### config.mk
export PLATFORM = sky130hd
export DESIGN_NAME = shift_left_2
export DESIGN_NICKNAME = d
export VERILOG_FILES = /design/src/rtl/shift_left_2.sv
export SDC_FILE = /design/constraint.sdc
export NUM_CORES = 1
export LEC_CHECK = 0
export BUFFER_PORTS_ARGS = -buffer_cell sky130_fd_sc_hd__clkbuf_2
export CELL_PAD_IN_SITES_DETAIL_PLACEMENT = 1
export CELL_PAD_IN_SITES_GLOBAL_PLACEMENT = 1
export CORE_MARGIN = 2
export CORE_UTILIZATION = 31
export CTS_CLUSTER_DIAMETER = 60
export DETAILED_ROUTE_END_ITERATION = 7
export PLACE_DENSITY = 0.88
export SLEW_MARGIN = 20
export SYNTH_ARGS = -nofsm -noshare
export SYNTH_HDL_FRONTEND = slang
export SYNTH_SLANG_ARGS = --single-unit
### constraint.sdc
create_clock -name clk -period 0.93 [get_ports clk]
set_input_delay 0.093 -clock clk [delete_from_list [all_inputs] [get_ports clk]]
set_output_delay 0.093 -clock clk [all_outputs]
set_load 0.01 [all_outputs]
### src/rtl/shift_left_2.sv
// Constant left shift with optional output register, valid flag and the
// bits shifted out of the top exposed on carry_out.
module shift_left_2 #(
    parameter int WIDTH      = 32,
    parameter int SHAMT      = 2,
    parameter bit REGISTERED = 1'b1,
    localparam int CW        = (SHAMT == 0) ? 1 : SHAMT
) (
    input  logic             clk,
    input  logic             rst,
    input  logic             en,
    input  logic [WIDTH-1:0] A,
    output logic [WIDTH-1:0] B,
    output logic [CW-1:0]    carry_out,
    output logic             valid
);

    logic [WIDTH-1:0] shifted;
    logic [CW-1:0]    shifted_out;

    always_comb begin
        shifted = A << SHAMT;
    end

    generate
        if (SHAMT < 0 || SHAMT >= WIDTH) begin : g_bad_shamt
            $error("shift_left_2: SHAMT must lie in 0..WIDTH-1");
        end else if (SHAMT == 0) begin : g_no_shift_out
            assign shifted_out = '0;
        end else begin : g_shift_out
            assign shifted_out = A[WIDTH-1 -: CW];
        end
    endgenerate

    generate
        if (REGISTERED) begin : g_reg
            logic [WIDTH-1:0] b_q, b_d;
            logic [CW-1:0]    carry_q, carry_d;
            logic             valid_q, valid_d;

            always_comb begin
                b_d     = b_q;
                carry_d = carry_q;
                valid_d = valid_q;
                if (en) begin
                    b_d     = shifted;
                    carry_d = shifted_out;
                    valid_d = 1'b1;
                end
            end

            // Reset takes priority over a simultaneous capture.
            always_ff @(posedge clk) begin
                if (rst) begin
                    b_q     <= '0;
                    carry_q <= '0;
                    valid_q <= 1'b0;
                end else begin
                    b_q     <= b_d;
                    carry_q <= carry_d;
                    valid_q <= valid_d;
                end
            end

            assign B         = b_q;
            assign carry_out = carry_q;
            assign valid     = valid_q;
        end else begin : g_comb
            logic unused_inputs;
            assign unused_inputs = ^{clk, rst, en};

            assign B         = shifted;
            assign carry_out = shifted_out;
            assign valid     = 1'b1;
        end
    endgenerate

endmodule

==> impl_metrics.ini, run 1 <==
[clock_network]
clk_latency_ns = 0.27
post-cts-setup-buffers = 0
cts_made_buffers = 5
cts.reportedPaths.clkPinSlew_ns = 0.06
cts_resized = 0
root_buffer = clkbuf_8
cts_tree = yes
cts.sink_count = 33
htreeDepth = 2
postCtsHoldBufs = 0
clockBufferDepth = 2

[critical_path]
critPathSlowestCell = dfxtp_1
worstSetupEndpointType = output port
worstSetupStartpointType = flip-flop
r2r_slack_ns = 0.30
startpoint = B[30]
worstReg2RegStart = B[17]
setup.worst_path.end = B[30]
critPathArrivalTime_ns = 0.76
r2r-end = B[17]
path_depth = 1
cp_max_fo = 2
required_ns = 0.84
crit_family = flip-flops
cp_num_buf_inv = 1
slowest_delay_ns = 0.35
crit_type = reg2out
reg2regPathDepth = 2
path_cells = clkbuf_2

[drt]
drtAntennaViolNets = 0
first_iter_violations = 14
route.final.wire_length_um = 2841
vias_per_cell = 4.352
vias = 988
firstDrtPassIters = 4
drcViolationCount = 0
routedWlPerCell_um = 12.52

[pwr]
p_leak_nw = 0.9014
totalPowerFinal_mw = 3.092
peakVddDrop_uv = 943.0
p_per_area_mw_per_mm2 = 1848

[timing]
setup_tns_ns = 0
hold_viol_final = 0
finalCriticalPeriod_ns = 0.8563
rsz0062_at_grt = false
fin_ws_ns = 0.07374
hold_slack_ns = 0.02383
setup_viol = 0
fin_crit_sh_pct = 92.07
timing.fmax_mhz = 1168
finClkSkew_ns = 0
slew_viol_final = 0

[layout]
fill_cells = 457
diodes = 0
drive_above_1_share_pct = 43.58
final_cell_count_no_fill = 227
syn_to_final_growth_pct = 37.55
fin_nets = 213

[hold_path]
min_from = rst
worstHoldPathType = in2reg

[synth]
synth_commonest_cells = 34 x nor2_1, 33 x dfxtp_1, 32 x mux2i_1
synth.distinct_cells = 9
synth_compound_area_share_pct = 0
synth_top_area_share_pct = 54.32
synth_top_area_cell = dfxtp_1
synthAdderAreaFrac_pct = 0
ys_ff_latch = 33
synthXorXnorAreaFrac_pct = 0
synth_top_flop_cell = dfxtp_1
yosys_warnings = 0
synth_mux_area_share_pct = 26.34
synthSimpleGateAreaFrac_pct = 10.49
postSynthCellCount = 110
yosysMostFrequentCell = nor2_1
synth_seq_area_share_pct = 54.32
async_flop_share_pct = 0
ys_top_cells_by_area = dfxtp_1 54%, mux2i_1 26%, nor2_1 10%
avgSynthCellArea_sq_um = 11.06
synth_edf_count = 0
syn_area_sq_mm = 0.001216
synth_top_family_by_area = multiplexers

[die]
num_rows = 22
io-pin-count = 70
die_height_um = 66.64
core_sq_mm = 0.003716
die_w_um = 66.64
initial_core_util_pct = 32.73
die_area_sq_mm = 0.004440

[global_routing]
grt_usage_pct = 13.25
first_global_vias = 994
grt_overflow = 0
antenna_found_initial = 0
grt_start_max_net_pins = 33
grt_first_pass_wirelength_um = 4333

[placed_design]
pre_cts_ws_ns = 0.08964
placed_cells = 219
gp_congestion = 0.5676
port_buffers = 67

[flow_run]
maxCapViolCount = 0

[status]
outcome = finished clean
## cell families (layout without fill, tap and decap cells)
family	Yosys count	in the layout
mux	32	32
other cells	1	2
buf+inv	10	78
simple gates	34	34
flops	33	33
## power breakdown
part	leakage, nW	switching (mW)	total [mW]	internal [mW]
registers	0.273	0.0439	1.54	1.50
clock network	0.0542	0.466	1.13	0.668
logic	0.575	0.204	0.414	0.210
## through the flow
stage	instance area (sq um)	util [%]
6_report	1673	45.02
3_3_place_gp	1572	42.29
2_1_floorplan	1220	-
3_5_place_dp	1572	42.29
4_1_cts	1673	45.02
5_1_grt	1673	45.02
## cells in the final DEF, fill, tap and decap left out
| cell | count |
|---|---|
| clkbuf_2 | 67 |
| clkinv_2 | 1 |
| mux2i_1 | 32 |
| dfxtp_1 | 33 |
| clkbuf_8 | 7 |
| conb_1 | 2 |
| nor2_1 | 34 |
| buf_12 | 3 |
## routing by layer
layer  track usage (%)  routed length [um]
met1             13.85                1157
met5                 0                   0
met3             5.574                 235
met2             23.63                1414
met4             4.592                  34
## state kept, by name, summed over array words and instances (netlist names)
register and cells:
carry_out 2, valid 1, B 30
## worst min-delay path by stage
stage                     depth (start not counted)  slack, ns    end
after floorplan                                   2       0.24  B[30]
after global placement                            2       0.31  B[31]
after detailed placement                          2       0.31  B[31]
after CTS                                         2       0.02  B[31]
after global routing                              2      0.007  B[31]
final                                             2       0.02  B[31]
## final cells by class
class	instances	area (sq um)	area share [%]
Sequential cell	33	660.6	39.49
Multi-Input combinational cell	68	455.4	27.23
Timing Repair Buffer	70	395.4	23.64
Clock buffer	7	96.34	5.759
Tap cell	48	60.06	3.590
Clock inverter	1	5.005	0.2992
No activity file was read; power rests on OpenSTA's default activity.
==> inputs of run 2 (changes only) <==
--- a/config.mk
+++ b/config.mk
@@ -12,7 +12,7 @@
 export CORE_UTILIZATION = 31
 export CTS_CLUSTER_DIAMETER = 60
 export DETAILED_ROUTE_END_ITERATION = 7
-export PLACE_DENSITY = 0.88
+export PLACE_DENSITY = 0.9
 export SLEW_MARGIN = 20
 export SYNTH_ARGS = -nofsm -noshare
 export SYNTH_HDL_FRONTEND = slang
==> run 2 against run 1 <==
Effect of this change:
- sequential cell count unchanged
- sequential power barely moved
- register-to-register slack hardly changed
- sequential share of layout area grew 0.36 points
- worst hold slack improved by 0.031 ns
- critical path depth unchanged
- core utilization down 0.40 points
- design area shrank 0.90%
- worst setup slack worse by 0.0021 ns
- maximum frequency shrank 0.24%
- largest power group unchanged
- highest routed layer unchanged
==> impl_metrics.ini, run 2 (synthesis results as in run 1) <==
[drt]
vias_per_cell = 4.345
first_iter_violations = 15
routedWlPerCell_um = 12.56
firstDrtPassIters = 2
vias = 982
route.final.wire_length_um = 2839
drtAntennaViolNets = 0
drcViolationCount = 0

[global_routing]
grt_overflow = 0
busiest_layer = met2
grt_start_max_net_pins = 34
grtUsageMet1_pct = 13.72
met2_usage_pct = 24.13
first_global_vias = 988
grt_usage_pct = 13.34
grt_first_pass_wirelength_um = 4395
use_met3_pct = 5.574
antenna_found_initial = 0

[timing]
setup_viol = 0
finClkSkew_ns = 0
finalCriticalPeriod_ns = 0.8583
hold_slack_ns = 0.05488
fin_crit_sh_pct = 92.29
setup_tns_ns = 0
hold_viol_final = 0
timing.fmax_mhz = 1165
rsz0062_at_grt = false
slew_viol_final = 0

[clock_network]
cts_made_buffers = 5
postCtsHoldBufs = 0
cts.sink_count = 33
cts_tree = yes
clk_latency_ns = 0.27
cts.reportedPaths.clkPinSlew_ns = 0.06
root_buffer = clkbuf_8
cts_resized = 0
post-cts-setup-buffers = 0
clockBufferDepth = 2
htreeDepth = 2

[critical_path]
critPathSlowestCell = dfxtp_1
worstSetupEndpointType = output port
slowest_delay_ns = 0.35
critPathArrivalTime_ns = 0.77
path_cells = clkbuf_2
reg2regPathDepth = 2
cp_max_fo = 2
path_depth = 1
crit_type = reg2out
worstSetupStartpointType = flip-flop
cp_num_buf_inv = 1
crit_family = flip-flops
required_ns = 0.84

[hold_path]
min_path_cells = 3
worstHoldPathType = in2reg

[layout]
final_cell_mix = 67 x clkbuf_2, 34 x nor2_1, 33 x dfxtp_1, 32 x mux2i_1, 6 x clkbuf_8
final_cell_count_no_fill = 226
largest_register_ffs = 30
fill_cells = 444
final_common_cell = clkbuf_2
fin_nets = 213
diodes = 0
syn_to_final_growth_pct = 36.32
drive_above_1_share_pct = 42.70

[placed_design]
placed_cells = 219
port_buffers = 67
gp_congestion = 0.5862
post-dp-hpwl_um = 2267

[pwr]
peakVddDrop_uv = 763.0
p_per_area_mw_per_mm2 = 1807
p_leak_nw = 0.8915

[die]
num_rows = 22
initial_core_util_pct = 32.73
core_sq_mm = 0.003716
io-pin-count = 70
die_height_um = 66.64
die_area_sq_mm = 0.004440
die_w_um = 66.64

[flow_run]
maxCapViolCount = 0

[status]
outcome = finished clean
[run 2: cell types whose count changed in the layout (fill, tap and decap cells not counted)]
cell / change
clkbuf_1: +1
clkbuf_8: -1
clkinv_2: -1
[run 2: metal layers]
metal | wire (um) | up-vias
met2 | 1439 | 44
met4 | 22 | 0
li1 | - | 488
met3 | 264 | 5
met1 | 1113 | 445
met5 | 0 | -
[run 2: metrics by stage]
stage / power (mW) / cell area (sq um) / setup slack, ns / utilization (%)
finish: 2.996 / 1658 / 0.07168 / 44.61
global route: 3.165 / 1658 / 0.02153 / 44.61
detailed placement: 1.999 / 1572 / 0.09215 / 42.29
CTS: 3.057 / 1658 / 0.04823 / 44.61
floorplan: 1.817 / 1220 / 0.2354 / -
global placement: 1.980 / 1572 / 0.1440 / 42.29
[run 2: cell type report]
| cell class | count | area [sq um] | share of cell area, % |
|---|---|---|---|
| tap | 48 | 60.06 | 3.623 |
| clock buffer | 7 | 86.33 | 5.208 |
| sequential | 33 | 660.6 | 39.85 |
| multi-input combinational | 68 | 455.4 | 27.47 |
| timing repair buffer | 70 | 395.4 | 23.85 |
[run 2: final timing paths]
path | slack, ns | end | start
min | 0.05 | B[14] | A[12]
max reg2reg | 0.30 | B[5] | B[5]
min reg2reg | 0.48 | valid | valid
max | 0.07 | B[10] | B[10]
[run 2: report_power, final]
| part | switching [mW] | total (mW) | internal [mW] |
|---|---|---|---|
| Clock | 0.450 | 1.04 | 0.586 |
| Combinational | 0.203 | 0.413 | 0.210 |
| Sequential | 0.0458 | 1.55 | 1.50 |
| Total | 0.700 | 3.00 | 2.30 |
==> inputs of run 3 (changes only) <==
--- a/config.mk
+++ b/config.mk
@@ -5,14 +5,16 @@
 export SDC_FILE = /design/constraint.sdc
 export NUM_CORES = 1
 export LEC_CHECK = 0
+export ABC_AREA = 1
 export BUFFER_PORTS_ARGS = -buffer_cell sky130_fd_sc_hd__clkbuf_2
 export CELL_PAD_IN_SITES_DETAIL_PLACEMENT = 1
 export CELL_PAD_IN_SITES_GLOBAL_PLACEMENT = 1
+export CORE_ASPECT_RATIO = 0.75
 export CORE_MARGIN = 2
-export CORE_UTILIZATION = 31
+export CORE_UTILIZATION = 29
 export CTS_CLUSTER_DIAMETER = 60
 export DETAILED_ROUTE_END_ITERATION = 7
-export PLACE_DENSITY = 0.9
+export PLACE_DENSITY = 0.89
 export SLEW_MARGIN = 20
 export SYNTH_ARGS = -nofsm -noshare
 export SYNTH_HDL_FRONTEND = slang
==> run 3 against run 2 <==
Effect of this change:
- worst setup slack improved by 0.0017 ns
- via count up 35%
- final cell count grew 48%
- area after synthesis increased by 13%
- global-route usage shrank 0.19 points
- design area rose by 12%
- highest routed layer unchanged
- synthesized cell count is 90% higher
- largest power group unchanged
- critical path type unchanged
- wire length increased by 12%
==> impl_metrics.ini, run 3 <==
[synth]
synth_top_flop_cell = dfxtp_1
avgSynthCellArea_sq_um = 6.561
ys_ff_latch = 33
synth_top_area_cell = dfxtp_1
postSynthCellCount = 209
ys_top_cells_by_area = dfxtp_1 48%, nor2_1 18%, nand2_1 18%
synth.distinct_cells = 8
synth_edf_count = 0
async_flop_share_pct = 0
synth_top_area_share_pct = 48.18
synth_commonest_cells = 66 x nor2_1, 64 x nand2_1, 33 x dfxtp_1, 33 x inv_1
yosys_warnings = 0
syn_area_sq_mm = 0.001371
synth_seq_area_share_pct = 48.18
yosysMostFrequentCell = nor2_1

[clock_network]
post-cts-setup-buffers = 0
cts_tree = yes
root_buffer = clkbuf_8
clockBufferDepth = 2
htreeDepth = 2
postCtsHoldBufs = 1
cts.reportedPaths.clkPinSlew_ns = 0.06
cts_made_buffers = 5
cts.sink_count = 33
clk_latency_ns = 0.27
cts_resized = 0

[layout]
fill_cells = 621
final_cell_mix = 67 x clkbuf_2, 66 x nor2_1, 64 x nand2_1, 33 x dfxtp_1, 33 x inv_1
final_cell_count_no_fill = 334
syn_to_final_growth_pct = 34.94
fin_nets = 312
diodes = 0
final_common_cell = clkbuf_2
drive_above_1_share_pct = 27.80
largest_register_ffs = 30

[pwr]
p_per_area_mw_per_mm2 = 1679
peakVddDrop_uv = 746.8
totalPowerFinal_mw = 3.107
p_leak_nw = 1.126

[drt]
drtAntennaViolNets = 0
vias = 1328
first_iter_violations = 26
drcViolationCount = 0
route.final.wire_length_um = 3166
vias_per_cell = 3.976
routedWlPerCell_um = 9.479
firstDrtPassIters = 2

[global_routing]
antenna_found_initial = 0
grt_first_pass_wirelength_um = 5526
grt_overflow = 0
first_global_vias = 1302
grt_usage_pct = 13.16
grt_start_max_net_pins = 35

[placed_design]
gp_congestion = 0.6975
pre_cts_ws_ns = 0.1647
port_buffers = 67
placed_cells = 326
post-dp-hpwl_um = 2447

[critical_path]
slowest_delay_ns = 0.35
crit_type = reg2out
worstSetupEndpointType = output port
critPathArrivalTime_ns = 0.76
crit_family = flip-flops
cp_max_fo = 2
worstSetupStartpointType = flip-flop
path_cells = clkbuf_2
critPathSlowestCell = dfxtp_1
required_ns = 0.84
cp_num_buf_inv = 1

[status]
outcome = finished clean

[timing]
hold_slack_ns = 0.09099
rsz0062_at_grt = false
finClkSkew_ns = 0
timing.fmax_mhz = 1167
hold_viol_final = 0
fin_ws_ns = 0.07341
setup_viol = 0
fin_crit_sh_pct = 92.11
setup_tns_ns = 0
finalCriticalPeriod_ns = 0.8566
slew_viol_final = 0

[die]
initial_core_util_pct = 30.52
die_height_um = 63.55
num_rows = 21
core_sq_mm = 0.004493
io-pin-count = 70
die_area_sq_mm = 0.005300
die_w_um = 83.41

[hold_path]
worstHoldPathType = in2reg

[flow_run]
maxCapViolCount = 0
[run 3: metal layers]
layer | vias to the layer above | track usage (%) | part of all wire (%)
met1 | 571 | 15.48 | 45
li1 | 716 | - | -
met3 | 2 | 6.160 | 6.6
met2 | 39 | 21.57 | 48
met5 | - | 0 | 0
met4 | 0 | 3.689 | 0.44
[run 3: layout make-up]
cell class,instances,area (sq um),share of cell area (%)
sequential,33,660.6,35.70
multi-input combinational,132,495.5,26.77
timing repair buffer,72,412.9,22.31
inverter,33,123.9,6.694
clock buffer,7,86.33,4.665
tap,57,71.32,3.854
[run 3: cell families after synthesis]
logic type	synth area share [%]
simple gates	35.58
flops	48.17
other cells	0.2735
buf+inv	15.97
[run 3: worst register-to-register path, delay by kind of cell, from the launching register on]
family / cells / cell delay, ns
DFF: 1 / 0.31
and+or+nand+nor: 2 / 0.16
[run 3: final timing paths]
| path | start | end | slack (ns) | cells after the start |
|---|---|---|---|---|
| max | B[25] | B[25] | 0.07 | 1 |
| min | A[4] | B[6] | 0.09 | 5 |
| max reg2reg | B[15] | B[15] | 0.36 | 2 |
| min reg2reg | B[24] | B[24] | 0.47 | 2 |
[run 3: stage by stage]
step                area [sq um]  util (%)
CTS                         1851     41.19
global route                1851     41.19
finish                      1851     41.19
floorplan                   1375         -
detailed placement          1754     39.04
global placement            1754     39.04
[run 3: power by group]
part / internal (mW) / total, mW / leakage [nW] / switching, mW
Combinational: 0.227 / 0.497 / 0.807 / 0.270
Sequential: 1.51 / 1.57 / 0.275 / 0.0514
Clock: 0.586 / 1.05 / 0.0443 / 0.459
Total: 2.33 / 3.11 / 1.13 / 0.780
